$ cat config.mk
export PLATFORM = sky130hd
export DESIGN_NAME = dcache_lsq
export DESIGN_NICKNAME = d
export VERILOG_FILES = /design/src/rtl/dcache_pkg.sv /design/src/rtl/lsq_fifo.sv /design/src/rtl/dcache_lsq.sv
export SDC_FILE = /design/constraint.sdc
export NUM_CORES = 1
export LEC_CHECK = 0
export ABC_AREA = 1
export ABC_CLOCK_PERIOD_IN_PS = 11000
export CAP_MARGIN = 20
export CORE_UTILIZATION = 35
export CTS_CLUSTER_DIAMETER = 60
export DETAILED_ROUTE_END_ITERATION = 10
export HOLD_SLACK_MARGIN = 0.05
export MAX_ROUTING_LAYER = met4
export PLACE_DENSITY = 0.65
export SLEW_MARGIN = 20
export SYNTH_ARGS = -nofsm -noshare
export SYNTH_HDL_FRONTEND = slang
export SYNTH_SLANG_ARGS = --single-unit
$ cat constraint.sdc
create_clock -name clk -period 11 [get_ports clk]
set_input_delay 2.2 -clock clk [delete_from_list [all_inputs] [get_ports clk]]
set_output_delay 2.2 -clock clk [all_outputs]
set_load 0.01 [all_outputs]
$ cat src/rtl/dcache_pkg.sv
`default_nettype none
//==============================================================================
// Module   : dcache_pkg
// Brief    : Shared constants, FSM encoding and queue-entry layout for the
//            dcache load/store queue.
// Revision : 1.0 - initial release
//==============================================================================
package dcache_pkg;

    localparam logic [2:0] SZ_LINE = 3'h7;
    localparam logic       RW_LD   = 1'b0;
    localparam logic       RW_ST   = 1'b1;

    typedef enum logic [1:0] {
        ST_IDLE  = 2'd0,
        ST_ISSUE = 2'd1,
        ST_WAIT  = 2'd2,
        ST_RESP  = 2'd3
    } lsq_state_e;

    // Entry packs as {reqcycles, size, data, addr, cacheable, rdwr}, LSB last.
    localparam int ENT_RDWR = 0;
    localparam int ENT_CACH = 1;
    localparam int ENT_ADDR = 2;

    function automatic int ent_data_lsb(input int aw);
        return ENT_ADDR + aw;
    endfunction

    function automatic int ent_size_lsb(input int aw, input int dw);
        return ENT_ADDR + aw + dw;
    endfunction

    function automatic int ent_width(input int aw, input int dw);
        return ENT_ADDR + aw + dw + 4;
    endfunction

endpackage
`default_nettype wire

$ cat src/rtl/lsq_fifo.sv
`default_nettype none
//==============================================================================
// Module   : lsq_fifo
// Brief    : Circular FIFO with wrapping head/tail pointers and occupancy count.
// Revision : 1.0 - initial release
//==============================================================================
module lsq_fifo #(
    parameter int DEPTH = 4,
    parameter int W     = 8
) (
    input  logic                     clk,
    input  logic                     rst,
    input  logic                     push_i,
    input  logic                     pop_i,
    input  logic [W-1:0]             wdata_i,
    output logic [W-1:0]             rdata_o,
    output logic                     full_o,
    output logic                     empty_o,
    output logic [$clog2(DEPTH):0]   count_o
);

    localparam int PW = $clog2(DEPTH);
    localparam int CW = PW + 1;

    logic [W-1:0]  mem_q [DEPTH];
    logic [PW-1:0] head_q;
    logic [PW-1:0] tail_q;
    logic [CW-1:0] count_q;
    logic          push_ok;
    logic          pop_ok;

    assign full_o  = (count_q == CW'(DEPTH));
    assign empty_o = (count_q == '0);
    assign count_o = count_q;
    assign rdata_o = mem_q[head_q];

    // Guard against overflow/underflow even if the caller misbehaves.
    assign push_ok = push_i & ~full_o;
    assign pop_ok  = pop_i & ~empty_o;

    always_ff @(posedge clk) begin
        if (!rst) begin
            head_q  <= '0;
            tail_q  <= '0;
            count_q <= '0;
        end else begin
            if (push_ok) begin
                tail_q <= tail_q + PW'(1);
            end
            if (pop_ok) begin
                head_q <= head_q + PW'(1);
            end
            case ({push_ok, pop_ok})
                2'b10:   count_q <= count_q + CW'(1);
                2'b01:   count_q <= count_q - CW'(1);
                default: count_q <= count_q;
            endcase
        end
    end

    always_ff @(posedge clk) begin
        if (push_ok) begin
            mem_q[tail_q] <= wdata_i;
        end
    end

endmodule
`default_nettype wire

$ cat src/rtl/dcache_lsq.sv
`default_nettype none
//==============================================================================
// Module   : dcache_lsq
// Brief    : In-order load/store queue between dcache and the memory bus; one
//            outstanding bus transaction, load data returned on mem_*.
//            Optional macro LSQ_BYPASS_EN: empty idle queue issues directly.
// Revision : 1.0 - initial release
//==============================================================================
module dcache_lsq
    import dcache_pkg::*;
#(
    parameter int DEPTH = 4,
    parameter int AW    = 15,
    parameter int DW    = 64
) (
    input  logic          clk,
    input  logic          rst,
    input  logic          in_vld,
    output logic          in_rd,
    input  logic          in_rdwr,
    input  logic          in_cacheable,
    input  logic [AW-1:0] in_addr,
    input  logic [DW-1:0] in_data,
    input  logic [2:0]    in_size,
    input  logic          in_reqcycles,
    output logic          lsq_full,
    output logic          bus_req,
    input  logic          bus_ack,
    output logic          bus_rdwr,
    output logic [AW-1:0] bus_addr,
    output logic [DW-1:0] bus_wdata,
    output logic [2:0]    bus_size,
    output logic          bus_reqcycles,
    input  logic          bus_done,
    input  logic [DW-1:0] bus_rdata,
    output logic          mem_vld,
    input  logic          mem_read,
    output logic [AW-1:0] mem_addr,
    output logic [DW-1:0] mem_data,
    output logic          mem_cacheable
);

    localparam int EW = ent_width(AW, DW);
    localparam int DL = ent_data_lsb(AW);
    localparam int SL = ent_size_lsb(AW, DW);
    localparam int CW = $clog2(DEPTH) + 1;

    lsq_state_e    state_q, state_d;
    logic [EW-1:0] in_entry;
    logic [EW-1:0] head_entry;
    logic [EW-1:0] iss_q, iss_d;
    logic [CW-1:0] fifo_count;
    logic          fifo_push, fifo_pop, fifo_full, fifo_empty;
    logic          bypass, txn_done, iss_is_load;
    logic [AW-1:0] mem_addr_q;
    logic [DW-1:0] mem_data_q;
    logic          mem_cach_q;

    assign in_entry = {in_reqcycles, in_size, in_data, in_addr, in_cacheable, in_rdwr};
    assign in_rd    = in_vld & ~fifo_full;
    assign lsq_full = (fifo_count == CW'(DEPTH));

`ifdef LSQ_BYPASS_EN
    assign bypass = (state_q == ST_IDLE) & fifo_empty & in_rd;
`else
    assign bypass = 1'b0;
`endif

    assign fifo_push = in_rd & ~bypass;
    assign fifo_pop  = (state_q == ST_IDLE) & ~fifo_empty;

    lsq_fifo #(
        .DEPTH (DEPTH),
        .W     (EW)
    ) u_fifo (
        .clk     (clk),
        .rst     (rst),
        .push_i  (fifo_push),
        .pop_i   (fifo_pop),
        .wdata_i (in_entry),
        .rdata_o (head_entry),
        .full_o  (fifo_full),
        .empty_o (fifo_empty),
        .count_o (fifo_count)
    );

    assign iss_is_load = (iss_q[ENT_RDWR] == RW_LD);
    // An ack and done in the same cycle completes the transaction outright.
    assign txn_done = bus_done & (((state_q == ST_ISSUE) & bus_ack) | (state_q == ST_WAIT));

    always_comb begin
        state_d = state_q;
        iss_d   = iss_q;
        case (state_q)
            ST_IDLE: begin
                if (bypass) begin
                    iss_d   = in_entry;
                    state_d = ST_ISSUE;
                end else if (fifo_pop) begin
                    iss_d   = head_entry;
                    state_d = ST_ISSUE;
                end
            end
            ST_ISSUE: begin
                if (bus_ack) begin
                    state_d = ST_WAIT;
                end
            end
            ST_WAIT: begin
                state_d = ST_WAIT;
            end
            ST_RESP: begin
                if (mem_read) begin
                    state_d = ST_IDLE;
                end
            end
            default: state_d = ST_IDLE;
        endcase
        if (txn_done) begin
            state_d = iss_is_load ? ST_RESP : ST_IDLE;
        end
    end

    always_ff @(posedge clk) begin
        if (!rst) begin
            state_q    <= ST_IDLE;
            iss_q      <= '0;
            mem_addr_q <= '0;
            mem_data_q <= '0;
            mem_cach_q <= 1'b0;
        end else begin
            state_q <= state_d;
            iss_q   <= iss_d;
            if (txn_done && iss_is_load) begin
                mem_addr_q <= iss_q[ENT_ADDR +: AW];
                mem_data_q <= bus_rdata;
                mem_cach_q <= iss_q[ENT_CACH];
            end
        end
    end

    assign bus_req       = (state_q == ST_ISSUE);
    assign bus_rdwr      = iss_q[ENT_RDWR];
    assign bus_addr      = iss_q[ENT_ADDR +: AW];
    assign bus_wdata     = iss_q[DL +: DW];
    assign bus_size      = iss_q[SL +: 3];
    assign bus_reqcycles = iss_q[EW-1];

    assign mem_vld       = (state_q == ST_RESP);
    assign mem_addr      = mem_addr_q;
    assign mem_data      = mem_data_q;
    assign mem_cacheable = mem_cach_q;

endmodule
`default_nettype wire
# ---- Word level (Yosys, flattened, before mapping)
# Memories as Yosys holds them, arrays and structs flattened. A register that Yosys moved wholly into a read port is not among the register bits.
# Cells that the tools add are included.
# W data, S select, Z words.
dict set report op_classes {
  addsub 4
  eq_ne 9
  mux 9
  bitwise_logic 10
  reduce_logical 7
}
# cell n
set ops {}
lappend ops {{$mux W2} 5}
lappend ops {{$pmux W2 S4} 1}
lappend ops {{$and A1 B1 Y1} 6}
lappend ops {{$eq A2 B2 Y1 const B} 3}
lappend ops {{$ne A3 B1 Y1 const B} 2}
lappend ops {{$pmux W3 S2} 1}
lappend ops {{$add A2 B1 Y2 const B} 2}
lappend ops {{$eq A2 B1 Y1 const B} 2}
lappend ops {{$add A3 B1 Y3 const B} 1}
lappend ops {{$eq A3 B3 Y1 const B} 1}
lappend ops {{$logic_not A3 Y1} 1}
lappend ops {{$ne A3 B2 Y1 const B} 1}
lappend ops {{$not A1 Y1} 3}
lappend ops {{$reduce_and A3 Y1} 1}
lappend ops {{$sub A3 B1 Y3 const B} 1}
lappend ops {{$logic_not A2 Y1} 1}
lappend ops {{$mux W1} 2}
lappend ops {{$reduce_and A2 Y1} 1}
lappend ops {{$reduce_bool A2 Y1} 1}
lappend ops {{$logic_and A1 B1 Y1} 1}
lappend ops {{$logic_not A1 Y1} 1}
lappend ops {{$or A1 B1 Y1} 1}
dict set report word_totals {
  register_bits 89
  ramBits 340
  input_bits 155
  out_inout_bits 168
  elab_cells 47
  n_memories 1
}
# name words word_bits rd rd_ports_with_merged_regs write_ports line
set mem_list {}
lappend mem_list {u_fifo.mem_q 4 85 1 1 1 lsq_fifo.sv:25} ;# logic [W-1:0] mem_q [DEPTH];

# ---- Logic depth before layout (Yosys ltp)
dict set report depth {
  depth_word 6
  mapped_depth 14
}

# ---- Cells and area by module
# A second synthesis with hierarchy kept.
dict set report unflattened {
  cells_unflattened 1743
  area_unflattened_um2 19810.2
}
# module n_inst cells_each area_per_inst_um2 seq_area_each_um2
set modules_own_cells {}
lappend modules_own_cells {lsq_fifo 1 892 13047.5 10390.0}
lappend modules_own_cells {dcache_lsq 1 851 6762.7 3343.2}

# ---- Worst setup path after synthesis
# Ideal clock, no wire load.
dict set report synth_timing {
  kind {input-to-reg}
  startpoint {input port in_vld}
  endpoint {memory u_fifo.mem_q[0][0] (netlist bit), enable pin}
  setup_time_ps 529
  arrival_ps 5935
  t_required_ps 10471
  slack_ps 4536
  stages 2
  path_buffers 0
  cell_sequence {nand2_1 > nor2_1}
}
dict set report synth_via {
  elab_chain_cells 4
}
# element line
set synth_lines {}
lappend synth_lines {{start, declared} dcache_lsq.sv:18} ;# input logic in_vld,
lappend synth_lines {{$and A1 B1 Y1} dcache_lsq.sv:60} ;# assign in_rd = in_vld & ~fifo_full;
lappend synth_lines {{$and A1 B1 Y1} lsq_fifo.sv:38} ;# assign push_ok = push_i & ~full_o;
lappend synth_lines {{$mux W1} lsq_fifo.sv:62} ;# if (push_ok) begin
lappend synth_lines {{$mux W1 (implied by the code)} lsq_fifo.sv:63} ;# mem_q[tail_q] <= wdata_i;
lappend synth_lines {{end, declared} lsq_fifo.sv:25}
# Every way passes these cells.

# ---- Worst setup path after layout
dict set report layout_timing {
  startpoint {input port in_vld}
  endpoint {output port in_rd}
}
dict set report layout_via {
  elab_chain_cells 1
}
# element line
set layout_lines {}
lappend layout_lines {{$and A1 B1 Y1} dcache_lsq.sv:60}
lappend layout_lines {{end, declared} dcache_lsq.sv:19} ;# output logic in_rd,
# Every way passes these cells.

==> metrics <==
status finished clean; Synth Net Count slightly above 2000; sequential area share after synthesis 0.683; Slew Limit Fails 0; #FFs+latches synth between 500 and 600; worst-margin pin slew roughly 1 ns; top cell type's share of synthesized area 0.509; Final Setup Violations 0; WP data required around 9 ns; top cells by count, synth 520 x nor2_1, 340 x edfxtp_1, 182 x nand2_1; CP cell instances clkdlybuf4s50_1, nand2_1, inv_1, clkdlybuf4s50_1; Die ar. around 60000 um2; Synth-to-Final Area Change 25.0%; clk root buf clkbuf_16; CTS buffer count 55; Final Net Count ~2300; Core Box Area approximately 56000 um2; Warnings, synthesis 0; vias around 14000; cell taking the most area after synthesis edfxtp_1; Post-CTS Setup Inserts 0; worst hold path type flop to flop; DIE WIDTH 241 um; final instance area about 25000 um2; Critical Path AT 3.68 ns; maximum number of pins on one net before global-route repair roughly 110; vias in the first global route around 13000; syn avg cell area 10.6 um2; TNS Setup 0 ns; top-count cell post-synth nor2_1; number of flops mapped to enable cells by yosys 340; IO Count around 320; Worst Setup Start Kind primary input; CTS Hold Buffers Added 0; share of post-route cells with drive strength above 1 0.0623; reg2reg start u_fifo.count_o[1]; total wire length roughly 50000 um; clk buf depth 3; Max-Cap Viols 0; slowest CP cell clkdlybuf4s50_1; synth unique cells 20; router iterations before antenna repair 6; gpl congestion between 0.7 and 0.8; Post-synth top flop edfxtp_1; DRC viols 0; fmax around 170 MHz; register area 13700 um2; TritonCTS clock tree yes; hold_sp mem_addr[0]; WL per Instance between 15 and 20 um; Power per Cell Area about 250 nW/um2; I/O Buffers about 320; DP Area approximately 23000 um2; Worst setup EP type output pin; Synth area leaders edfxtp_1 51%, dfxtp_1 17%, nor2_1 9.7%; GRT Residual Overflow 0; initial antenna violation count 7; critical path type primary input to output pin; Clock Pin Slew Worst Setup and Hold Paths approximately 0.060 ns; multi-input logic area between 5000 and 6000 um2; Synth Instances between 1500 and 2000; asr flop ratio synth 0; slew margin rel. 0.319; Tot GR Track Use 0.171; final worst path period need slightly below 6 ns; Worst Path Buf+Inv 3; period utilization 0.535; Worst Setup SP in_vld; RSZ-0062 raised after global routing false; Max FO, Critical Path 10; Vias/cell 4.73; fillcell total 5182; H-tree levels 2; Leak Pwr 0.00885 uW; clk_lat worst skew roughly 0.6 ns; initial core utilization 0.355; Final Hold Fails 0; initial detailed-routing violation count ~660; global-route wire length before repair 74100 um; Die H 241 um; Worst VDD drop about 0.00014 V; max incr delay on CP around 0.54 ns; row count 87; Detail Route Antenna Nets 0; Syn Std Cell Area ~20000 um2; Most common cell on crit path clkdlybuf4s50_1; clock sink total between 500 and 600; cell family contributing the most delay on the critical path buffers and inverters; Detailed Place HPWL just under 30000 um; post-cts gate resize count 0; Layout Skew about 0.012 ns
## power by group
| part | internal, uW | leakage, uW | switching, uW | total, uW |
|---|---|---|---|---|
| Clock | 1140 | 0.000947 | 756 | 1900 |
| Combinational | 724 | 0.00335 | 1150 | 1870 |
| Sequential | 2420 | 0.00455 | 180 | 2600 |
| Total | 4280 | 0.00885 | 2080 | 6360 |
## metal layers
metal	vias up	global-route usage	part of all wire
li1	6719	-	-
met1	6519	0.203	0.43
met2	398	0.284	0.47
met3	78	0.0463	0.075
met4	0	0.0504	0.022
met5	-	-	0
## worst register-to-register path, delay by kind of cell, from the launching register on
| kind | cells | cell delay [ns] |
|---|---|---|
| and+or+nand+nor | 4 | 0.71 |
| buffers and inverters | 2 | 1.27 |
| DFF | 1 | 0.36 |
## state kept, by name, summed over array words and instances (netlist names)
register,count
mem_data,64
u_fifo.head_q,2
mem_cacheable,1
u_fifo.mem_q,340
state_q,2
u_fifo.tail_q,2
mem_addr,15
u_fifo.count_o,3
iss_q,85
## path summary, 6_finish.rpt
kind	endpoint	slack, ns	depth (start not counted)
worst max-delay path	in_rd	5.12	4
worst min-delay path	mem_addr[0]	0.46	2
worst max register to register	u_fifo.mem_q[3][69]	8.24	6
worst min register to register	mem_addr[0]	0.46	2
## layout by cell type, fill, tap and decap left out, drive strengths merged, types with 21 or more instances in the layout
cell,netlist,final
a21oi,88,88
buf,158,21
clkbuf,41,77
clkdlybuf4s50,0,321
dfxtp,174,174
edfxtp,340,340
inv,26,31
nand2,186,186
nand3,84,84
nor2,521,521
o21ai,262,262
## final cells by class
class | count | share of cell area
tap | 756 | 0.0377
antenna | 8 | 0.000799
clock inverter | 25 | 0.0104
sequential | 514 | 0.547
inverter | 26 | 0.00424
timing repair buffer | 342 | 0.134
multi-input combinational | 1152 | 0.200
clock buffer | 77 | 0.0656
## through the flow
| step | hold slack [ns] | instances | setup slack (ns) | utilization | power, uW |
|---|---|---|---|---|---|
| after floorplan | 0.462 | 1891 | 4.54 | - | 3950 |
| after detailed placement | 0.453 | 2790 | 5.10 | 0.410 | 4540 |
| after global placement | 0.447 | 2790 | 5.01 | 0.410 | 4500 |
| final | 0.460 | 2900 | 5.12 | 0.444 | 6360 |
| after CTS | 0.463 | 2892 | 5.10 | 0.443 | 6460 |
| after global routing | 0.477 | 2899 | 5.01 | 0.444 | 6750 |
## cell families (layout without fill, tap and decap cells)
family	count (synthesis)	in the layout	share of synthesized area
other	0	8	0
AOI/OAI and AO/OA	350	350	0.0873
adders and majority gates	11	11	0.00723
DFF	514	514	0.683
buffers and inverters	225	470	0.0688
and+or+nand+nor	791	791	0.154
Note: power is estimated with default switching activity, not from simulation.
